### config.mk
export PLATFORM = sky130hd
export DESIGN_NAME = rf_wb_arbiter
export DESIGN_NICKNAME = d
export VERILOG_FILES = /design/src/rtl/rf_wb_arbiter.sv
export SDC_FILE = /design/constraint.sdc
export NUM_CORES = 1
export LEC_CHECK = 0
export ABC_AREA = 1
export BUFFER_PORTS_ARGS = -buffer_cell sky130_fd_sc_hd__buf_2
export CORE_MARGIN = 1.5
export CORE_UTILIZATION = 45
export CTS_CLUSTER_SIZE = 14
export DETAILED_ROUTE_END_ITERATION = 8
export PLACE_DENSITY = 0.71
export SYNTH_ARGS = -nofsm -noshare
export SYNTH_HDL_FRONTEND = slang
export SYNTH_SLANG_ARGS = --single-unit
### constraint.sdc
create_clock -name clk -period 2.9 [get_ports clk]
set_clock_uncertainty 0.15 [all_clocks]
set_input_delay 0.29 -clock clk [delete_from_list [all_inputs] [get_ports clk]]
set_output_delay 0.29 -clock clk [all_outputs]
set_load 0.005 [all_outputs]
### src/rtl/rf_wb_arbiter.sv
// Register-file write-port arbiter: pipeline write-back has priority, MDU results
// queue in a small FIFO and drain on idle cycles; a pending scoreboard stalls hazards.
module rf_wb_arbiter #(
  parameter int DEPTH = 2
) (
  input  logic                     clk,
  input  logic                     rst,
  input  logic                     pipe_we,
  input  logic [4:0]               pipe_addr,
  input  logic [31:0]              pipe_wd,
  input  logic                     mdu_valid,
  output logic                     mdu_ready,
  input  logic [4:0]               mdu_addr,
  input  logic [31:0]              mdu_wd,
  input  logic                     issue_valid,
  input  logic                     issue_mdu,
  input  logic [4:0]               issue_dst,
  input  logic [4:0]               chk_addr1,
  input  logic [4:0]               chk_addr2,
  output logic                     stall,
  output logic                     rf_we,
  output logic [4:0]               rf_addr,
  output logic [31:0]              rf_wd,
  output logic [$clog2(DEPTH):0]   fifo_count,
  output logic                     waw_err
);

  localparam int AW = $clog2(DEPTH);
  localparam int CW = AW + 1;

  logic [4:0]    addr_mem [DEPTH];
  logic [31:0]   data_mem [DEPTH];
  logic [AW-1:0] wr_ptr;
  logic [AW-1:0] rd_ptr;
  logic [CW-1:0] count;
  logic [31:0]   pending;
  logic [31:0]   pending_nxt;

  logic pipe_act;
  logic full;
  logic empty;
  logic push;
  logic pop;
  logic sb_set;
  logic [4:0]  head_addr;
  logic [31:0] head_wd;

  assign pipe_act  = pipe_we && (pipe_addr != 5'd0);
  assign full      = (count == CW'(DEPTH));
  assign empty     = (count == '0);
  assign mdu_ready = !full;
  // r0 results are accepted (handshake completes) but never stored
  assign push      = mdu_valid && !full && (mdu_addr != 5'd0);
  assign pop       = !pipe_act && !empty;
  assign head_addr = addr_mem[rd_ptr];
  assign head_wd   = data_mem[rd_ptr];

  assign stall  = issue_valid &&
                  (pending[chk_addr1] || pending[chk_addr2] || pending[issue_dst]);
  assign sb_set = issue_valid && issue_mdu && !stall && (issue_dst != 5'd0);

  assign fifo_count = count;

  always_comb begin
    rf_we   = 1'b0;
    rf_addr = 5'd0;
    rf_wd   = 32'd0;
    if (pipe_act) begin
      rf_we   = 1'b1;
      rf_addr = pipe_addr;
      rf_wd   = pipe_wd;
    end else if (!empty) begin
      rf_we   = 1'b1;
      rf_addr = head_addr;
      rf_wd   = head_wd;
    end
  end

  // Clear before set so a re-issue to the register being drained stays pending
  always_comb begin
    pending_nxt = pending;
    if (pop)
      pending_nxt[head_addr] = 1'b0;
    if (sb_set)
      pending_nxt[issue_dst] = 1'b1;
    pending_nxt[0] = 1'b0;
  end

  always_ff @(posedge clk) begin
    if (push) begin
      addr_mem[wr_ptr] <= mdu_addr;
      data_mem[wr_ptr] <= mdu_wd;
    end
  end

  always_ff @(posedge clk or posedge rst) begin
    if (rst) begin
      wr_ptr  <= '0;
      rd_ptr  <= '0;
      count   <= '0;
      pending <= '0;
      waw_err <= 1'b0;
    end else begin
      if (push)
        wr_ptr <= wr_ptr + AW'(1);
      if (pop)
        rd_ptr <= rd_ptr + AW'(1);
      case ({push, pop})
        2'b10:   count <= count + CW'(1);
        2'b01:   count <= count - CW'(1);
        default: count <= count;
      endcase
      pending <= pending_nxt;
      if (pipe_act && pending[pipe_addr])
        waw_err <= 1'b1;
    end
  end

endmodule
==> results of run 1 <==
==> power by group <==
group | internal, W | switching, W | total (W)
combinational | 0.000761 | 0.00133 | 0.00209
clock | 0.000612 | 0.000592 | 0.00120
sequential | 0.00212 | 0.000283 | 0.00240
total | 0.00349 | 0.00220 | 0.00570
==> sequential cells by signal, indices dropped and copies added, names as in the netlist <==
signal / cells
addr_mem: 10
rd_ptr: 1
waw_err: 1
pending: 31
wr_ptr: 1
fifo_count: 2
data_mem: 64
==> synth_stat cells, drive strengths merged (5+ instances only) <==
cell type / count / area share (%)
o22ai: 9 / 0.90
or2: 5 / 0.50
clkbuf: 6 / 0.36
inv: 73 / 4.4
dfrtp: 36 / 14
nand4: 34 / 3.4
o21ai: 82 / 6.6
nor2: 52 / 3.8
nand3: 75 / 6.0
buf: 29 / 3.9
edfxtp: 74 / 36
nand2: 163 / 9.9
mux2i: 32 / 5.1
nor3: 7 / 0.56
a21oi: 20 / 1.6
==> worst min-delay path, cell delays in order <==
cell     delay (ps)
buf_2           120
nand4_1          90
a31o_2          130
==> layout by cell type, fill, tap and decap left out, types with 5 or more instances in the layout <==
| cell | n |
|---|---|
| nand4_1 | 34 |
| buf_2 | 137 |
| nand3_1 | 75 |
| o21ai_1 | 21 |
| edfxtp_1 | 74 |
| dlygate4sd3_1 | 38 |
| o22ai_1 | 9 |
| nor3_1 | 7 |
| inv_1 | 66 |
| clkbuf_16 | 9 |
| nor2_4 | 5 |
| dfrtp_1 | 35 |
| buf_4 | 12 |
| inv_2 | 7 |
| nand2_1 | 161 |
| nor2_1 | 45 |
| mux2i_1 | 32 |
| a21oi_1 | 20 |
| or2_2 | 5 |
| o21ai_0 | 61 |
==> worst min-delay path by stage <==
stage / endpoint / slack [ps] / cells past startpoint
after floorplan: addr_mem[0][0] / 240 / 0
after global placement: pending[5] / 280 / 3
after detailed placement: pending[6] / 270 / 3
after CTS: waw_err / 160 / 3
after global routing: waw_err / 160 / 3
final: waw_err / 170 / 3
==> logic make-up (layout without fill, tap and decap cells) <==
family,count (synthesis),in the layout,share of synthesized area (%)
flops,110,110,50.0
mux,32,32,5.13
simple gates,337,337,24.2
buf+inv,110,278,8.82
fa+ha+maj,1,1,0.200
xor+xnor,4,4,0.561
compound gates,126,126,11.0
==> metrics by stage <==
stage	utilization, %	setup WS (ps)
6_report	57.2	278
5_1_grt	57.2	134
4_1_cts	57.2	314
3_5_place_dp	52.1	480
3_3_place_gp	52.1	492
2_1_floorplan	-	16.4
==> layer usage <==
| layer | vias to the layer above | global-route usage (%) | wire length, µm |
|---|---|---|---|
| met5 | - | 0 | 0 |
| met4 | 0 | 8.68 | 408 |
| met3 | 39 | 4.34 | 1260 |
| met2 | 269 | 38.3 | 8240 |
| met1 | 2715 | 33.8 | 7260 |
| li1 | 2812 | - | - |
==> cell type report <==
type	instances	area, µm²
clock inverter	7	72.6
tap	176	220
clock buffer	9	225
sequential	110	3120
fill	1193	5730
inverter	75	282
multi-input combinational	500	2590
timing repair buffer	187	1160
==> what timing repair did <==
item / 4_1_cts / 5_1_grt
hold buffers: 38 / 0
setup endpoints to repair: 0 / 0
endpoints found under the hold margin: 109 / 0
==> results.md, run 1 <==
* Slowest stage delay, CP at 580 ps
* CP max stage cell: o311ai_2
* Initial antenna violation count at 0
* Vias per cell at 5.48
* Area after DPL at 6990 µm²
* CP bufs+invs at 2
* DRT Pass-1 Iters at 5
* Sum of negative setup slack at 0 ps
* DRC at 0
* Vias in the first global route at 5,346
* Final nets at 979
* Die X at 121 µm
* Syn Area/Cell at 8.67 µm²
* Rows at 42
* HPWL Detailed at 12.1 mm
* Antenna Nets Post-Route at 0
* CTS tree: built
* Mapped cell area at 6240 µm²
* Number of synthesized flops with an enable pin at 74
* Mapped Cells at 720
* Ys flop type: edfxtp_1
* Leakage at 3.54 nW
* Routed len/inst at 16.1 µm
* P&R area growth vs syn at 22.8%
* Worst hold path class: in2reg
* Worst Hold Launch: pipe_addr[4]
* RSZ-0062 raised after global routing: no
* Max Slew Vio Count at 0
* Status: finished clean
* Setup violators final at 0
* Worst Setup SP: mdu_addr[3]
* Cts repair resizes at 0
* Post-layout minimum cycle time at 2620 ps
* Synthesized Nets at 816
* Num CTS Buffers at 9
* R2r worst-path depth at 6
* CTS root buf: clkbuf_16
* Tcrit/Tclk final at 90.4%
* Async set-reset flop share out of synthesis at 32.7%
* Worst setup endpoint: fifo_count[1]
* GPL Wtd Cong at 0.950
* Share of cells above drive strength 1 at 21.3%
* VDD IR-drop max at 0.429 mV
* Crit path depth at 8
* Worst r2r dst: pending[21]
* YS warnings at 0
* Total power at 0.00570 W
* Clk sink count at 110
* Port bufs at 137
* Total grt overflow at 0
* Final instance area at 7670 µm²
* Seq/Total Area, Yosys at 50.0%
* Critical Path Start Type: primary input
* Post-CTS Setup Bufs at 0
* Slew headroom at 40.3%
* N_diodes at 0
* Worst-path fanout max at 4
* H-tree depth at 3
* Via Count at 5,835
* Clock Path Buffers at 2
* Maxcap violations at 0
* Yosys reg bits at 110
* FF-to-FF Start: rd_ptr
* Tot GR Track Use at 24.3%
* Placed cell count at 1,010
* Non-filler instance count after layout at 1,064
* Largest net degree at the start of global routing at 38
* Fmax at 0.381 GHz
* Core region area at 13,400 µm²
* Die H at 121 µm
* Synth unique cells at 36
* CTS clk-pin slew, worst paths at 70 ps
* Hold Violations, Final at 0
* Min Hold Slack at 165 ps
* Worst-path cell chain: dlygate4sd3_1 > buf_2 > or3_1 > o311ai_2 > ha_1 > a21oi_1 > o21ai_0 > xnor2_1
* DRT iter0 DRCs at 570
* CP Class: in2reg
* Slew @ Worst Pin at 895 ps
* Top delay family on crit path: compound AO/OA/AOI/OAI gates
* Global-route wire length before repair at 27.6 mm
* CP Data Arrival Time at 2710 ps
* Die area at 14,600 µm²
* R2R Setup Slk at 630 ps
* Setup crit end kind: flip-flop
* WL final at 17.2 mm
* Pwr Density at 743 nW/µm²
* Insertion delay to the later sink of the worst-skew pair at 350 ps
* Initial Util at 46.6%
* WP data required at 2990 ps
* IO Pins at 138
Power figures use the tool's default switching activity.
==> run 2, diff against run 1 <==
--- a/config.mk
+++ b/config.mk
@@ -5,7 +5,6 @@
 export SDC_FILE = /design/constraint.sdc
 export NUM_CORES = 1
 export LEC_CHECK = 0
-export ABC_AREA = 1
 export BUFFER_PORTS_ARGS = -buffer_cell sky130_fd_sc_hd__buf_2
 export CORE_MARGIN = 1.5
 export CORE_UTILIZATION = 45
==> run 2 against run 1 <==
  * Die area fell by 3.2%
  * Utilization rose by 0.45 points
  * Setup slack got worse by 78 ps
  * Non-clock buffer count rose by 8
  * Sequential share of layout area rose by 0.33 points
  * Hold slack improved by 7.3 ps
  * Sequential cell count did not move
  * Critical endpoint is now stall
==> results.md, run 2 <==
* Status: finished clean
* Final instance area at 7600 µm² (-0.80%)
* Port bufs at 137 (unchanged)
* Final nets at 806 (-18%)
* Slew @ Worst Pin at 764 ps (-131 ps)
* Synth area leaders: edfxtp_1, dfrtp_1, mux2i_1
* Total power at 0.00554 W (-2.7%)
* Global-route wire length before repair at 26.0 mm (-5.8%)
* VDD IR-drop max at 0.552 mV (+29%)
* WP data required at 2460 ps (-530 ps)
* Total grt overflow at 0 (unchanged)
* Post-CTS Setup Bufs at 0 (unchanged)
* CP max stage cell: mux4_2
* Clock Path Buffers at 2 (unchanged)
* Most common cell in the netlist: nand2_1
* Setup crit end kind: output port
* DRT Pass-1 Iters at 5 (unchanged)
* Clk sink count at 110 (unchanged)
* R2r worst-path depth at 7 (+1)
* IO Pins at 138 (unchanged)
* Vias per cell at 5.80 (+5.8%)
* H-tree depth at 3 (unchanged)
* Layout filler cell count at 1,092 (-8.5%)
* Share of cells above drive strength 1 at 29.9% (+8.6 points)
* HPWL Detailed at 12.0 mm (-0.95%)
* Post-CTS Hold Fix Bufs at 38 (unchanged)
* Commonest non-fill, non-tap cell in the layout: buf_2
* Insertion delay to the later sink of the worst-skew pair at 350 ps (about the same)
* CP Class: reg2out
* CP bufs+invs at 1 (-1)
* Async set-reset flop share out of synthesis at 32.7% (unchanged)
* Vias in the first global route at 5,097 (-4.7%)
* Sum of negative setup slack at 0 ps (unchanged)
* CTS tree: built
* CTS clk-pin slew, worst paths at 80 ps (about the same)
* Fmax at 0.370 GHz (-2.9%)
* Tcrit/Tclk final at 93.1% (+2.7 points)
* RSZ-0062 raised after global routing: no
* Commonest non-fill, non-tap cells in the layout: buf_2, nand2_1, edfxtp_1
* Die H at 119 µm (-1.6%)
* Mapped cell area at 6040 µm² (-3.3%)
* N_diodes at 0 (unchanged)
* WL final at 16.7 mm (-2.8%)
* Num CTS Buffers at 9 (unchanged)
* Seq/Total Area, Yosys at 51.7% (+1.7 points)
* Die area at 14,100 µm² (-3.2%)
* Area after DPL at 6930 µm² (-0.88%)
* Regs by FF count: data_mem x64, pending x31, addr_mem x10
* Post-layout minimum cycle time at 2700 ps (+78.2 ps)
* Number of synthesized flops with an enable pin at 74 (unchanged)
* Die X at 119 µm (-1.6%)
* Rows at 42 (unchanged)
* Slew headroom at 49.0% (+8.7 points)
* Pwr Density at 729 nW/µm² (-1.9%)
* DRC at 0 (unchanged)
* Synth unique cells at 54 (+50%)
* Initial antenna violation count at 0 (unchanged)
* CP Data Arrival Time at 2260 ps (-450 ps)
* Worst-path cell chain: mux4_2 > nor2_1 > nor4b_1 > nor4_1 > a31oi_1 > buf_2
* Most instantiated cells after synthesis: nand2_1, edfxtp_1, o21ai_0, mux2i_1, dfrtp_1
* Crit path depth at 6 (-2)
* Setup violators final at 0 (unchanged)
* Top delay family on crit path: simple AND/OR/NAND/NOR gates
* Mapped Cells at 541 (-25%)
* Largest net degree at the start of global routing at 36 (-5.3%)
* Initial Util at 45.8% (-0.82 points)
* Maxcap violations at 0 (unchanged)
* Min Hold Slack at 172 ps (+7.28 ps)
* P&R area growth vs syn at 25.9%
* Worst hold path class: in2reg
* Worst hold path depth at 3 (unchanged)
* Routed len/inst at 18.7 µm (+16%)
* Slowest stage delay, CP at 490 ps (-90 ps)
* GPL Wtd Cong at 0.918 (-3.4%)
* Synthesized Nets at 637 (-22%)
* Max Slew Vio Count at 0 (unchanged)
* Cts repair resizes at 0 (unchanged)
* Via Count at 5,171 (-11%)
* Antenna Nets Post-Route at 0 (unchanged)
* Core region area at 13,200 µm² (-1.6%)
* Leakage at 3.05 nW (-14%)
* Worst-path fanout max at 5 (+1)
* Syn Area/Cell at 11.2 µm² (+29%)
* Hold Violations, Final at 0 (unchanged)
* Largest Register: data_mem
* YS warnings at 0 (unchanged)
* Yosys reg bits at 110 (unchanged)
* Critical Path Start Type: flip-flop
* CTS root buf: clkbuf_16
* Largest register FFs at 64 (unchanged)
* Tot GR Track Use at 23.6% (-0.73 points)
* Yosys top cell area share at 36.8% (+1.2 points)
* Yosys top cell by area: edfxtp_1
* Ys flop type: edfxtp_1
* DRT iter0 DRCs at 377 (-34%)
run 2: changes by cell type after synthesis, moves of 18 or more:
cell / delta
inv_1: -59
nor2_1: -37
nor3_1: +26
nand4_1: -32
mux4_2: +18
a21oi_1: -18
nand2_1: -76
nand3_1: -71
mux2i_1: +19
run 2: area by class of cell:
cell class,instances,area (µm²),share of cell area [%]
Timing Repair Buffer,195,1220,16.0
Tap cell,176,220,2.90
Clock inverter,7,72.6,0.954
Multi-Input combinational cell,386,2710,35.7
Clock buffer,9,225,2.96
Inverter,8,35.0,0.461
Sequential cell,110,3120,41.1
run 2: logic make-up after synthesis:
family	count (synthesis)	synth area share, %
muxes	84	18.2
AOI/OAI and AO/OA	127	11.7
DFF	110	51.7
xor gates and xnor gates	5	0.725
buffers and inverters	45	3.63
and+or+nand+nor	169	13.8
adders and majority gates	1	0.207
run 2: path summary, 6_finish.rpt:
path / from / end / slack, ps
max: pending[8] / stall / 200
min: pipe_addr[2] / waw_err / 170
max reg2reg: pending[8] / pending[31] / 500
min reg2reg: waw_err / waw_err / 310
max in group asynchronous: rst / rd_ptr / 1360
min in group asynchronous: rst / pending[14] / 470
run 2: per-layer routing:
layer  vias up  share of wire (%)  global-route usage, %
li1       2369                  -                      -
met1      2487                 40                   30.4
met2       274                 50                   40.4
met3        41                7.2                   3.93
met4         0                2.3                   8.21
met5         -                  0                      0
run 2: tightest hold or removal path, delay by kind of cell:
kind / cells / cell delay [ps]
buf+inv: 1 / 100
mux: 1 / 140
compound gates: 1 / 100
run 2: power by group:
group / switching, W / internal (W) / leakage (nW)
combinational: 0.00109 / 0.000849 / 1.74
clock: 0.000609 / 0.000611 / 0.143
sequential: 0.000296 / 0.00209 / 1.16
run 2: stage by stage:
step | utilization, % | cells | setup slack (ps)
after floorplan | - | 541 | -18.2
after global placement | 52.5 | 837 | 418
after detailed placement | 52.5 | 837 | 319
after CTS | 57.7 | 891 | 219
after global routing | 57.7 | 891 | 129
final | 57.7 | 891 | 200
